[config.mk]
export PLATFORM = sky130hd
export DESIGN_NAME = hex_display_scan
export DESIGN_NICKNAME = d
export VERILOG_FILES = /design/src/rtl/hex_display_scan.sv
export SDC_FILE = /design/constraint.sdc
export NUM_CORES = 1
export LEC_CHECK = 0
export BUFFER_PORTS_ARGS = -buffer_cell sky130_fd_sc_hd__buf_2
export CELL_PAD_IN_SITES_DETAIL_PLACEMENT = 0
export CELL_PAD_IN_SITES_GLOBAL_PLACEMENT = 1
export CORE_UTILIZATION = 45
export CTS_CLUSTER_DIAMETER = 100
export DETAILED_ROUTE_END_ITERATION = 7
export GPL_ROUTABILITY_DRIVEN = 0
export PLACE_DENSITY_LB_ADDON = 0.1
export SYNTH_ARGS = -nofsm -noshare
export SYNTH_HDL_FRONTEND = slang
export SYNTH_SLANG_ARGS = --single-unit
[constraint.sdc]
create_clock -name clk -period 2.8 [get_ports clk]
set_input_delay 0.14 -clock clk [delete_from_list [all_inputs] [get_ports clk]]
set_output_delay 0.14 -clock clk [all_outputs]
set_load 0.1 [all_outputs]
[src/rtl/hex_display_scan.sv]
// -----------------------------------------------------------------------------
// hex_display_scan
//
// Time-multiplexed driver for a DIGITS-digit common-anode 7-segment display.
// Each digit gets a slot of REFRESH_DIV clocks. The first BLANK_CYCLES clocks
// of every slot keep all anodes off so the previous digit's pattern cannot
// ghost onto the next one. The displayed data comes from shadow registers that
// are reloaded only at the frame boundary, so a frame never mixes two values.
// When freeze is high the shadow is not reloaded. Leading-zero suppression and
// per-digit decimal points are applied to the shadow values.
//
// Parameters:
//   DIGITS       number of digits scanned (1..8)
//   REFRESH_DIV  clocks per digit slot (>= 2)
//   BLANK_CYCLES dark clocks at the start of each slot (< REFRESH_DIV)
//   ACTIVE_LOW   1: seg/dp/an asserted low, 0: asserted high
//
// Ports:
//   clk         system clock
//   rst_n       asynchronous active-low reset
//   value       hex nibbles, nibble i drives digit i (digit 0 = rightmost)
//   digit_en    per-digit enable, 0 blanks the digit
//   dp_in       per-digit decimal point request
//   lz_en       leading-zero suppression enable
//   freeze      1 holds the shadow registers at the frame boundary
//   seg         segments a..g on bits 0..6 (registered)
//   dp          decimal point (registered)
//   an          anode selects, one-hot or none (registered)
//   frame_done  one-clock pulse at each frame boundary (registered)
// -----------------------------------------------------------------------------
module hex_display_scan #(
    parameter int DIGITS       = 4,
    parameter int REFRESH_DIV  = 100000,
    parameter int BLANK_CYCLES = 1000,
    parameter bit ACTIVE_LOW   = 1'b1
) (
    input  logic                  clk,
    input  logic                  rst_n,
    input  logic [4*DIGITS-1:0]   value,
    input  logic [DIGITS-1:0]     digit_en,
    input  logic [DIGITS-1:0]     dp_in,
    input  logic                  lz_en,
    input  logic                  freeze,
    output logic [6:0]            seg,
    output logic                  dp,
    output logic [DIGITS-1:0]     an,
    output logic                  frame_done
);

    localparam int CNT_W = $clog2(REFRESH_DIV);
    localparam int IDX_W = (DIGITS > 1) ? $clog2(DIGITS) : 1;

    localparam logic [CNT_W-1:0]  CNT_LAST = CNT_W'(REFRESH_DIV - 1);
    localparam logic [IDX_W-1:0]  IDX_LAST = IDX_W'(DIGITS - 1);

    // Deasserted levels of the display pins in the selected polarity.
    localparam logic [6:0]        SEG_OFF = ACTIVE_LOW ? 7'h7F : 7'h00;
    localparam logic              DP_OFF  = ACTIVE_LOW ? 1'b1 : 1'b0;
    localparam logic [DIGITS-1:0] AN_OFF  = ACTIVE_LOW ? {DIGITS{1'b1}} : {DIGITS{1'b0}};

    // Hex nibble to segment pattern, active-high, bit order g..a.
    function automatic logic [6:0] seg_decode(input logic [3:0] nib);
        logic [6:0] pat;
        case (nib)
            4'h0:    pat = 7'b0111111;
            4'h1:    pat = 7'b0000110;
            4'h2:    pat = 7'b1011011;
            4'h3:    pat = 7'b1001111;
            4'h4:    pat = 7'b1100110;
            4'h5:    pat = 7'b1101101;
            4'h6:    pat = 7'b1111101;
            4'h7:    pat = 7'b0000111;
            4'h8:    pat = 7'b1111111;
            4'h9:    pat = 7'b1101111;
            4'hA:    pat = 7'b1110111;
            4'hB:    pat = 7'b1111100;
            4'hC:    pat = 7'b0111001;
            4'hD:    pat = 7'b1011110;
            4'hE:    pat = 7'b1111001;
            4'hF:    pat = 7'b1110001;
            default: pat = 7'b0000000;
        endcase
        return pat;
    endfunction

    // Scan state
    logic [CNT_W-1:0]    cnt_r;
    logic [IDX_W-1:0]    idx_r;

    // Shadow copy of the display inputs, refreshed once per frame
    logic [4*DIGITS-1:0] sh_val_r;
    logic [DIGITS-1:0]   sh_en_r;
    logic [DIGITS-1:0]   sh_dp_r;
    logic                sh_lz_r;

    // Output registers
    logic [6:0]          seg_r;
    logic                dp_r;
    logic [DIGITS-1:0]   an_r;
    logic                frame_done_r;

    // Combinational helpers
    logic                slot_end_s;
    logic                frame_end_s;
    logic                blank_done_s;
    logic [DIGITS-1:0]   supp_s;
    logic                zero_run_s;
    logic [3:0]          cur_nib_s;
    logic                cur_en_s;
    logic                cur_dp_s;
    logic                cur_supp_s;
    logic                lit_s;
    logic [DIGITS-1:0]   an_hi_s;
    logic [6:0]          seg_hi_s;
    logic                dp_hi_s;
    logic [DIGITS-1:0]   an_nxt_s;
    logic [6:0]          seg_nxt_s;
    logic                dp_nxt_s;

    assign slot_end_s  = (cnt_r == CNT_LAST);
    assign frame_end_s = slot_end_s && (idx_r == IDX_LAST);

    // With no guard cycles the comparison would be constant, so it is only
    // built when there is something to compare against.
    generate
        if (BLANK_CYCLES == 0) begin : g_no_blank
            assign blank_done_s = 1'b1;
        end else begin : g_blank
            assign blank_done_s = (cnt_r >= CNT_W'(BLANK_CYCLES));
        end
    endgenerate

    // Slot counter and digit index.
    always_ff @(posedge clk or negedge rst_n) begin
        if (!rst_n) begin
            cnt_r <= {CNT_W{1'b0}};
            idx_r <= {IDX_W{1'b0}};
        end else begin
            if (slot_end_s) begin
                cnt_r <= {CNT_W{1'b0}};
                if (idx_r == IDX_LAST) begin
                    idx_r <= {IDX_W{1'b0}};
                end else begin
                    idx_r <= idx_r + IDX_W'(1);
                end
            end else begin
                cnt_r <= cnt_r + CNT_W'(1);
                idx_r <= idx_r;
            end
        end
    end

    // Shadow registers: reloaded only at the frame boundary unless frozen.
    always_ff @(posedge clk or negedge rst_n) begin
        if (!rst_n) begin
            sh_val_r <= {(4*DIGITS){1'b0}};
            sh_en_r  <= {DIGITS{1'b0}};
            sh_dp_r  <= {DIGITS{1'b0}};
            sh_lz_r  <= 1'b0;
        end else if (frame_end_s && !freeze) begin
            sh_val_r <= value;
            sh_en_r  <= digit_en;
            sh_dp_r  <= dp_in;
            sh_lz_r  <= lz_en;
        end else begin
            sh_val_r <= sh_val_r;
            sh_en_r  <= sh_en_r;
            sh_dp_r  <= sh_dp_r;
            sh_lz_r  <= sh_lz_r;
        end
    end

    // Leading-zero map: walk from the most significant digit down, digit i is
    // suppressed while every nibble from the top down to i is zero. Digit 0 is
    // never suppressed so a zero value still shows a single 0.
    always_comb begin
        supp_s     = {DIGITS{1'b0}};
        zero_run_s = 1'b1;
        for (int i = DIGITS - 1; i >= 1; i--) begin
            zero_run_s = zero_run_s & (sh_val_r[4*i +: 4] == 4'h0);
            supp_s[i]  = sh_lz_r & zero_run_s;
        end
    end

    // Current-digit selection and next output pattern in asserted polarity.
    always_comb begin
        cur_nib_s  = 4'(sh_val_r >> {idx_r, 2'b00});
        cur_en_s   = 1'(sh_en_r >> idx_r);
        cur_dp_s   = 1'(sh_dp_r >> idx_r);
        cur_supp_s = 1'(supp_s >> idx_r);
        lit_s      = blank_done_s && cur_en_s && !cur_supp_s;
        an_hi_s    = {DIGITS{1'b0}};
        seg_hi_s   = 7'h00;
        dp_hi_s    = 1'b0;
        if (lit_s) begin
            an_hi_s  = DIGITS'(1'b1) << idx_r;
            seg_hi_s = seg_decode(cur_nib_s);
            dp_hi_s  = cur_dp_s;
        end else begin
            an_hi_s  = {DIGITS{1'b0}};
            seg_hi_s = 7'h00;
            dp_hi_s  = 1'b0;
        end
    end

    // Apply the pin polarity.
    always_comb begin
        an_nxt_s  = an_hi_s;
        seg_nxt_s = seg_hi_s;
        dp_nxt_s  = dp_hi_s;
        if (ACTIVE_LOW) begin
            an_nxt_s  = ~an_hi_s;
            seg_nxt_s = ~seg_hi_s;
            dp_nxt_s  = ~dp_hi_s;
        end else begin
            an_nxt_s  = an_hi_s;
            seg_nxt_s = seg_hi_s;
            dp_nxt_s  = dp_hi_s;
        end
    end

    // Output registers: one clock behind the scan/shadow state, no input paths.
    always_ff @(posedge clk or negedge rst_n) begin
        if (!rst_n) begin
            seg_r        <= SEG_OFF;
            dp_r         <= DP_OFF;
            an_r         <= AN_OFF;
            frame_done_r <= 1'b0;
        end else begin
            seg_r        <= seg_nxt_s;
            dp_r         <= dp_nxt_s;
            an_r         <= an_nxt_s;
            frame_done_r <= frame_end_s;
        end
    end

    assign seg        = seg_r;
    assign dp         = dp_r;
    assign an         = an_r;
    assign frame_done = frame_done_r;

endmodule

# After elaboration in Yosys (flattened, before gate mapping)
# Memories as Yosys holds them, arrays and structs flattened.
# Index checks and enable logic that the tools add are counted.
# word_totals
output_inout_bits,13
input_bits,28
mem_count,1
word_cells,43
register_bits,57
romBits,112
# memory_table
memory,depth,word_bits,rd,rd_ports_with_merged_regs,wr,line,rtl
(name not given),16,7,1,0,0,64,case (nib)
# op_classes
magnitude_cmp,1
add_sub_neg,2
bitwise_logic,8
shift,5
eq_ne,2
n_reduce_logical,9
mux,5
# ops
cell,n
"adder 17 x 1 -> 17 bit, second input constant",1
"equality test 17 bit, second input constant",1
"greater-or-equal comparator 17 x 10 -> 1 bit, second input constant",1
two-way mux 17 bit,1
>> shifter 16 x 4 -> 4 bit,1
logical NOT 4 bit,3
>> shifter 4 x 2 -> 1 bit,3
two-way mux 7 bit,1
NOT 7 bit,1
bitwise AND 1 bit,5
logical AND 1 bit,4
two-way mux 4 bit,1
NOT 4 bit,1
"<< shifter 1 x 2 -> 4 bit, first input constant",1
"adder 2 x 1 -> 2 bit, second input constant",1
"equality test 2 bit, second input constant",1
logical NOT 1 bit,2
two-way mux 2 bit,1
two-way mux 1 bit,1
NOT 1 bit,1

# Logic depth before layout (Yosys ltp)
# Gate-level depths: netlist (run 1).
# depth
word_depth,9
depth_mapped,8
depth_no_buf,7

# Worst setup path before layout (run 1)
# OpenSTA, ideal clock, no wires.
# synth_timing
path_type,register -> register
from,register idx_r[0]
to,register seg_r[3] (netlist: seg[3])
arrival_time_ns,2.170
setup_ns,0.088
path_buffers,1
required_ns,2.712
path_slack_ns,0.542
stages_incl_launch_ff,8
path_cell_list,dfrtp_1 -> buf_6 -> mux4_1 -> inv_1 -> ha_1 -> inv_1 -> mux4_2 -> or3_1
# synth_between
elab_chain_cells,5
elab_cells_between_ends,9
cone_classes,shift: 3; mux: 1; bitwise: 1; reduce/logical: 3; memory: 1
# synth_lines
item,line,rtl
"start, declared",88,logic [IDX_W-1:0] idx_r;
"start signal, assigned",137,idx_r <= {IDX_W{1'b0}};
"start signal, assigned",142,idx_r <= {IDX_W{1'b0}};
"start signal, assigned",144,idx_r <= idx_r + IDX_W'(1);
branches (longest 3 deep; another with memory read (16 x 7 bit)),n/a,
two-way mux 7 bit *,195,if (lit_s) begin
NOT 7 bit *,213,seg_nxt_s = ~seg_hi_s;
named net seg_nxt_s[3],117,logic [6:0] seg_nxt_s;
"end signal, assigned",230,seg_r <= seg_nxt_s;
"end, declared",97,logic [6:0] seg_r;
# Mark *: on every way through the listed nets, which the timed path passes.
# A chain may end at the register's enable or synchronous reset.

# Final worst setup path (run 1)
# Same ends and word-level chain as after synthesis.

==> metrics.cfg, run 1 <==
[setup_path]
critPathBufInv=2
crit_arrival_ns=2.62
r2r_end=seg[3]$_DFF_PN1_
path_depth=6
path_max_fanout=6
crit_required_ns=3.05
slowest_delay_ns=0.72
endpoint=seg[3]$_DFF_PN1_
worstPathCellList=mux4_1, inv_1, ha_1, inv_1, mux4_2, or3_1
cp_top_family=multiplexers
reg2reg_depth=6
timing.rr.start=idx_r[0]$_DFFE_PN0N_
reg2reg_setup_slack_ns=0.42
cp_common_cell=inv_1
crit_type=flop to flop
startpoint=idx_r[0]$_DFFE_PN0N_
critical_path.endpoint_type=flop
cp-start-kind=flop
slowest_stage=mux4_1

[global_route]
grt_max_degree=31
grt_usage_pct=18.2
grt-ovfl-total=0
grt_pass1_wl_um=8540
grt_pass1_vias=1796
antenna_found_initial=0

[synth]
synth_edf_count=0
netlist_area_mm2=0.00273
syn_area_per_cell_um2=12.6
yosys_warnings=0
synth-main-ff-cell=dfrtp_1
synth_seq_cells=57
ys_types=35
async_flop_share_pct=100
synth_cells=217
yosysSeqAreaShare_pct=52.7
synth_nets=257

[cells_and_area]
num-nets-final=305
design_area_mm2=0.00324
n_antenna_cell=0
final_cell_mix=45 x dfrtp_1, 40 x buf_2, 27 x mux2_2
syn_to_final_growth_pct=18.6
final_core_util_pct=55.1
layout_commonest_cell=dfrtp_1
final_cells=344
drive_gt1_share_pct=38.3

[die]
rows=28
start_util_pct=46.4
dieArea_mm2=0.00639
die_w_um=79.9
core-area_mm2=0.00589
die-height_um=79.9
ios=41

[place]
dp_hpwl_um=3680
place_inst=328
placed_area_mm2=0.00302
numPortBuffers=40

[timing]
finalSetupViolCount=0
worst_slew_margin_rel_pct=57.0
hold_violations=0
min_period_over_period_pct=84.9
tightest_slew_ns=0.643
skew_ns=0.0104
finalMaxSlewViolations=0
rsz0062_at_grt=false
fin_tns_setup_ns=0
period_needed_ns=2.38
clock.fmax_ghz=0.421

[cts]
cts_made_buffers=9
cts_tree=yes
cts.sinks=57
insertion_delay_ns=0.33
clk_pin_slew_ns=0.06
clockBufferDepth=2
postCtsSetupBuffers=0
cts_root_buffer=clkbuf_8
h-tree-depth=3

[drt]
wl_met2_um=2110
wl_um=4960
ant_nets=0
drt_iter0_markers=97
vias=1763
avgViaCountPerCell=5.13
dr.pass1.iters=4
met3_length_um=249
top_layer_used=met4
wire_per_inst_um=14.4
drc=0
wl_met1_um=2510

[min_path]
hold_path_class=input port to flop
min_from=dp_in[1]

[run]
cap_viol_max_count=0

[power]
power.density_mw_per_mm2=515
total_power_mw=1.67
p_leak_nw=1.48
peakVddDrop_v=0.000316

[outcome]
outcome=completed

-- through the flow --
step / hold slack [ns] / setup slack (ns)
finish: 0.0319 / 0.423
global route: 0.0301 / 0.287
CTS: 0.0222 / 0.410
detailed placement: 0.193 / 0.428
global placement: 0.181 / 0.497
floorplan: -0.156 / 0.542
-- cells by family after synthesis --
logic type / share of synthesized area, %
buf+inv: 3.43
simple gates: 11.9
mux: 18.3
flops: 52.7
xor+xnor: 4.49
compound gates: 3.66
fa+ha+maj: 5.49
-- power by group --
part	internal [mW]	total, mW	switching [mW]
combinational	0.0161	0.0371	0.0210
sequential	0.825	0.825	0
clock	0.501	0.806	0.305
total	1.34	1.67	0.326
-- worst min-delay path by stage --
stage / slack [ns] / cells past startpoint / endpoint
after floorplan: -0.16 / 0 / cnt_r[0]$_DFF_PN0_
after global placement: 0.18 / 1 / seg[2]$_DFF_PN1_
after detailed placement: 0.19 / 1 / seg[6]$_DFF_PN1_
after CTS: 0.02 / 2 / sh_dp_r[1]$_DFFE_PN0P_
after global routing: 0.03 / 2 / sh_val_r[15]$_DFFE_PN0P_
final: 0.03 / 2 / sh_dp_r[1]$_DFFE_PN0P_
-- cell usage after synthesis (2+ instances only) --
master | number | area [um^2]
inv_1 | 9 | 33.8
nand3_1 | 7 | 35.0
o221ai_1 | 2 | 17.5
nand4_1 | 5 | 31.3
o211ai_1 | 3 | 22.5
buf_6 | 3 | 33.8
dfstp_2 | 12 | 315
mux4_2 | 2 | 45.0
or3_1 | 3 | 18.8
and3_1 | 2 | 12.5
xor2_1 | 5 | 43.8
nor3_1 | 3 | 15.0
nor2_1 | 12 | 45.0
a21oi_1 | 3 | 15.0
mux4_1 | 5 | 131
xnor2_1 | 9 | 78.8
o21ai_0 | 6 | 30.0
nor4_1 | 4 | 25.0
nand2_1 | 19 | 71.3
clkbuf_1 | 5 | 18.8
mux2_2 | 27 | 304
mux2i_1 | 2 | 20.0
ha_1 | 12 | 150
dfrtp_1 | 45 | 1130
nand4b_1 | 2 | 17.5
-- metal layers --
| layer | GRT usage, % | vias up |
|---|---|---|
| met2 | 25.1 | 44 |
| met1 | 26.5 | 836 |
| met5 | 0 | - |
| li1 | - | 871 |
| met4 | 7.50 | 0 |
| met3 | 5.26 | 12 |
-- what timing repair did --
item,CTS,global route
endpoints found under the hold margin,51,0
hold buffers,1,0
setup endpoints to repair,0,0
resized for setup,0,0
-- worst reg2reg max path, delay by kind of cell, from the launching register on --
kind / cells / cell delay (ns)
simple gates: 1 / 0.31
buf+inv: 2 / 0.21
flops: 1 / 0.48
mux: 2 / 1.15
fa+ha+maj: 1 / 0.15
-- sequential cells by signal (all words and copies together), names as in the netlist --
register and cells:
sh_lz_r 1, sh_en_r 4, frame_done 1, idx_r 2, dp 1, cnt_r 17
seg 7, sh_val_r 16, an 4, sh_dp_r 4
-- layout make-up --
cell class                      instances  area (um^2)
Fill cell                             532         2650
Sequential cell                        57         1440
Multi-Input combinational cell        142         1200
Timing Repair Buffer                   46          260
Clock buffer                           13          179
Tap cell                               75         93.8
Clock inverter                          2         35.0
Inverter                                9         33.8
(Power assumes the default switching activity.)
==> run 2: changes to the inputs <==
- ABC_AREA: default -> 1
- CORE_UTILIZATION: 45 -> 38
- clock period: 2.8 -> 2.1 ns (I/O delays scaled with it)
==> run 2 against run 1 <==
Effect of this change: flip-flop and latch count unchanged; combinational power is 63% higher; clock skew increased by 0.00076 ns; critical endpoint is now sh_val_r[0]$_DFFE_PN0P_; largest cell class is now multi-input gates.
==> metrics.cfg, run 2 <==
[outcome]
outcome=completed

[global_route]
grt_pass1_wl_um=12900
grt_max_degree=58
grt_pass1_vias=2551
grt_usage_pct=19.2
grt-ovfl-total=0
antenna_found_initial=0

[synth]
async_flop_share_pct=100
synth-main-ff-cell=dfrtp_1
synth_area_leader_cell=dfrtp_1
synth_top_cells_by_count=141 x nand2_1, 55 x nor2_1, 45 x dfrtp_1, 35 x nand3_1, 34 x inv_1
syn_area_per_cell_um2=7.60
ys_types=25
synth_cells=414
yosysSeqAreaShare_pct=45.8
synth_most_common_cell=nand2_1
synth_seq_cells=57
netlist_area_mm2=0.00315
synth_nets=454
yosys_warnings=0
synth_edf_count=0
synth_area_leaders=dfrtp_1 36%, nand2_1 17%, dfstp_2 10%
post-synth-top-area-fraction_pct=35.8

[cts]
clockBufferDepth=2
cts.sinks=57
cts_made_buffers=9
h-tree-depth=3
cts_tree=yes
insertion_delay_ns=0.34
cts_root_buffer=clkbuf_8
clk_pin_slew_ns=0.07
postCtsSetupBuffers=0

[die]
rows=32
core-area_mm2=0.00789
die_w_um=93.0
start_util_pct=39.9
die-height_um=93.0
dieArea_mm2=0.00865
ios=41

[cells_and_area]
final_cells=567
syn_to_final_growth_pct=16.3
drive_gt1_share_pct=17.8
largest-register=cnt_r
layout_commonest_cell=nand2_1
n_antenna_cell=0
design_area_mm2=0.00366
final_core_util_pct=46.4
multiInputGateArea_mm2=0.00148
seq_area_mm2=0.00144
final_cell_mix=141 x nand2_1, 55 x nor2_1, 45 x dfrtp_1
n_fill_cell=812
num-nets-final=500
largest_reg_flops=17

[min_path]
hold_path_class=input port to flop

[timing]
skew_ns=0.0111
hold_violations=0
fin_ws_ns=0.345
worst_slew_margin_rel_pct=67.9
finalSetupViolCount=0
rsz0062_at_grt=false
tightest_slew_ns=0.485
finalMaxSlewViolations=0
period_needed_ns=1.75
clock.fmax_ghz=0.570
min_period_over_period_pct=83.6
fin_tns_setup_ns=0

[run]
cap_viol_max_count=0

[drt]
drc=0
avgViaCountPerCell=4.74
dr.pass1.iters=4
ant_nets=0
wl_um=7340
drt_iter0_markers=180
wire_per_inst_um=12.9
vias=2686

[setup_path]
critPathBufInv=1
crit_arrival_ns=2.03
crit_required_ns=2.37
cp_top_family=simple AND/OR/NAND/NOR gates
worstPathCellList=ha_1, nand2_1, nor2_4, nand3_2, nor2_4, buf_4, nand4_1, nand2_1
cp-start-kind=flop
slowest_delay_ns=0.39
crit_type=flop to flop
path_max_fanout=30
critical_path.endpoint_type=flop
slowest_stage=dfrtp_1

[place]
place_inst=550
placed_area_mm2=0.00346
numPortBuffers=40
post-place-ws_ns=0.348
dp_hpwl_um=5280

[power]
peakVddDrop_v=0.000244
p_leak_nw=1.88
power.density_mw_per_mm2=593

[run 2: timing repair]
item / in CTS / in global routing
hold endpoints to repair: 45 / 0
resized for setup: 0 / 0
hold buffers: 1 / 0
[run 2: kinds of logic (layout without fill, tap and decap cells)]
| kind of cell | Yosys count | after routing | synth area share, % |
|---|---|---|---|
| and+or+nand+nor | 270 | 270 | 37.5 |
| DFF | 57 | 57 | 45.8 |
| buffers and inverters | 51 | 102 | 7.27 |
| AOI/OAI and AO/OA | 17 | 17 | 2.74 |
| adders and majority gates | 12 | 12 | 4.77 |
| xor gates and xnor gates | 7 | 7 | 1.95 |
[run 2: per-layer routing]
layer	global-route usage [%]	vias to the layer above	share of wire [%]
met5	0	-	0
met4	8.08	0	1.4
met3	3.09	9	4.0
met2	26.3	61	40
met1	29.5	1204	54
li1	-	1412	-
[run 2: worst register-to-register path, stage by stage, from the launching register on]
cell     delay, ns
dfrtp_1       0.39
ha_1          0.23
nand2_1       0.12
nor2_4        0.15
nand3_2       0.10
nor2_4        0.14
buf_4         0.32
nand4_1       0.16
nand2_1       0.09
[run 2: final timing paths]
| kind | start | endpoint | slack (ns) | cells past startpoint |
|---|---|---|---|---|
| setup / recovery | cnt_r[0]$_DFF_PN0_ | sh_val_r[0]$_DFFE_PN0P_ | 0.35 | 8 |
| hold / removal | value[10] | sh_val_r[10]$_DFFE_PN0P_ | 0.02 | 3 |
| setup reg to reg | cnt_r[0]$_DFF_PN0_ | sh_val_r[0]$_DFFE_PN0P_ | 0.35 | 8 |
| hold reg to reg | sh_dp_r[2]$_DFFE_PN0P_ | sh_dp_r[2]$_DFFE_PN0P_ | 0.47 | 2 |
| max in group asynchronous | rst_n | seg[0]$_DFF_PN1_ | 1.50 | 3 |
| min in group asynchronous | rst_n | cnt_r[16]$_DFF_PN0_ | 0.30 | 3 |
[run 2: area by class of cell]
type	instances	share of cell area, %
Clock inverter	3	1.09
Timing Repair Buffer	50	7.93
Multi-Input combinational cell	306	40.4
Tap cell	102	3.49
Clock buffer	13	4.07
Inverter	36	3.69
Sequential cell	57	39.4
[run 2: per-stage QoR]
step / hold slack, ns / power (mW)
finish: 0.0247 / 2.17
global route: 0.0221 / 2.26
CTS: 0.0131 / 2.20
detailed placement: 0.134 / 1.18
global placement: 0.131 / 1.18
floorplan: -0.191 / 1.13
[run 2: where the power goes]
part / internal [mW] / switching, mW
combinational: 0.0238 / 0.0367
sequential: 1.10 / 0
clock: 0.578 / 0.432
total: 1.70 / 0.469
==> run 3: changes to the inputs <==
- CORE_UTILIZATION: 38 -> 42
- clock period: 2.1 -> 1.8 ns (I/O delays scaled with it)
==> run 3 against run 2 <==
Effect of this change: register-to-register slack lost 0.23 ns; count of clock-buffer cells in the layout shrank 3; flip-flop and latch count is the same; total power grew 22%; worst setup slack lost 0.23 ns; cell area grew 5.4%; largest power group is now clock; first-iteration DRC count shrank 37%; via count grew 4.4%; clock skew grew 0.0022 ns.
==> metrics.cfg, run 3 (synthesis results as in run 2) <==
[die]
core-area_mm2=0.00725
die_w_um=88.6
die-height_um=88.6
ios=41
rows=31
start_util_pct=43.4
dieArea_mm2=0.00785

[setup_path]
r2r_end=sh_val_r[5]$_DFFE_PN0P_
reg2reg_depth=9
crit_type=flop to flop
crit_arrival_ns=1.91
path_max_fanout=12
crit_required_ns=2.02
cp-start-kind=flop
critical_path.endpoint_type=flop
timing.rr.start=cnt_r[0]$_DFF_PN0_
reg2reg_setup_slack_ns=0.11

[place]
numPortBuffers=40
place_inst=550
post-place-ws_ns=0.0259
placed_area_mm2=0.00351
dp_hpwl_um=5140

[timing]
fin_ws_ns=0.112
finalSetupViolCount=0
tightest_slew_ns=0.511
skew_ns=0.0133
period_needed_ns=1.69
hold_violations=0
fin_tns_setup_ns=0
min_period_over_period_pct=93.8
hold_slack_ns=0.00888
finalMaxSlewViolations=0
worst_slew_margin_rel_pct=65.7
rsz0062_at_grt=false
clock.fmax_ghz=0.592

[power]
switching_share_pct=21.3
peakVddDrop_v=0.000435
combPwrFrac_pct=3.1
p_leak_nw=1.94
power.density_mw_per_mm2=688
intPower_mw=2.09
p_seq_share_pct=48.2
switchingPower_uw=567
total_power_mw=2.66
clkPwrFrac_pct=48.7

[global_route]
grt_pass1_vias=2402
grt_pass1_wl_um=11800
grt_usage_pct=20.3
grt-ovfl-total=0
antenna_found_initial=0
grt_max_degree=58

[cells_and_area]
num-nets-final=512
final_cell_mix=139 x nand2_1, 55 x nor2_1, 44 x dfrtp_1
final_cells=576
layout_commonest_cell=nand2_1
largest_reg_flops=17
n_fill_cell=750
largest-register=cnt_r
n_antenna_cell=0
drive_gt1_share_pct=20.5
design_area_mm2=0.00386
final_core_util_pct=53.2
syn_to_final_growth_pct=22.6

[drt]
drt_iter0_markers=113
dr.pass1.iters=5
wl_um=7520
drc=0
ant_nets=0
wire_per_inst_um=13.1
avgViaCountPerCell=4.87
vias=2804

[min_path]
min_from=value[11]
holdPathEnd=sh_val_r[11]$_DFFE_PN0P_
holdPathStages=3
hold_path_class=input port to flop

[cts]
clk_pin_slew_ns=0.07
cts_root_buffer=clkbuf_8
insertion_delay_ns=0.33
clockBufferDepth=2
cts_made_buffers=9
cts_tree=yes
h-tree-depth=3
cts.sinks=57

[outcome]
outcome=completed

[run]
cap_viol_max_count=0

-- run 3: critical path, stage by stage, from the launching register on --
cell and delay, ns:
dfrtp_1 0.40, ha_2 0.22, nand2_1 0.11, nor2_4 0.15, nand3_2 0.10, nor2_4 0.14
buf_12 0.14, nand3_4 0.15, nand2_1 0.11, nand2_1 0.05
-- run 3: per-layer routing --
| layer | vias to the layer above | GRT usage, % | share of wire (%) |
|---|---|---|---|
| met5 | - | 0 | 0 |
| met4 | 0 | 7.77 | 0.72 |
| met3 | 4 | 3.73 | 3.6 |
| met2 | 69 | 28.6 | 44 |
| met1 | 1285 | 30.8 | 52 |
| li1 | 1446 | - | - |
-- run 3: layout make-up --
type / count / area, um^2 / share of cell area (%)
Clock inverter: 6 / 82.6 / 2.14
Multi-Input combinational cell: 308 / 1520 / 39.3
Tap cell: 99 / 124 / 3.21
Inverter: 36 / 135 / 3.50
Timing Repair Buffer: 60 / 433 / 11.2
Sequential cell: 57 / 1440 / 37.4
Clock buffer: 10 / 128 / 3.31
-- run 3: worst max-delay path by stage --
stage	cells after the start	start	end	slack [ns]
3_5_place_dp	8	cnt_r[0]$_DFF_PN0_	sh_val_r[13]$_DFFE_PN0P_	0.03
4_1_cts	8	cnt_r[0]$_DFF_PN0_	sh_val_r[2]$_DFFE_PN0P_	0.02
5_1_grt	9	cnt_r[0]$_DFF_PN0_	sh_en_r[1]$_DFFE_PN0P_	0.005
6_report	9	cnt_r[0]$_DFF_PN0_	sh_val_r[5]$_DFFE_PN0P_	0.11
2_1_floorplan	12	idx_r[0]$_DFFE_PN0N_	seg[6]$_DFF_PN1_	0.13
3_3_place_gp	8	cnt_r[0]$_DFF_PN0_	sh_dp_r[0]$_DFFE_PN0P_	0.05
-- run 3: power by group through the flow --
stage	Combinational, mW	Clock, mW	Sequential (mW)
6_report	0.0811	1.29	1.28
5_1_grt	0.0924	1.38	1.28
4_1_cts	0.0801	1.32	1.28
2_1_floorplan	0.00782	0	1.31
3_5_place_dp	0.0720	0	1.31
3_3_place_gp	0.0711	0	1.31
-- run 3: timing repair --
item | in CTS | in global routing
endpoints found under the setup margin | 0 | 30
hold buffers | 5 | 1
hold endpoints to repair | 49 | 1
gates resized for setup | 0 | 7
setup buffers | 0 | 1
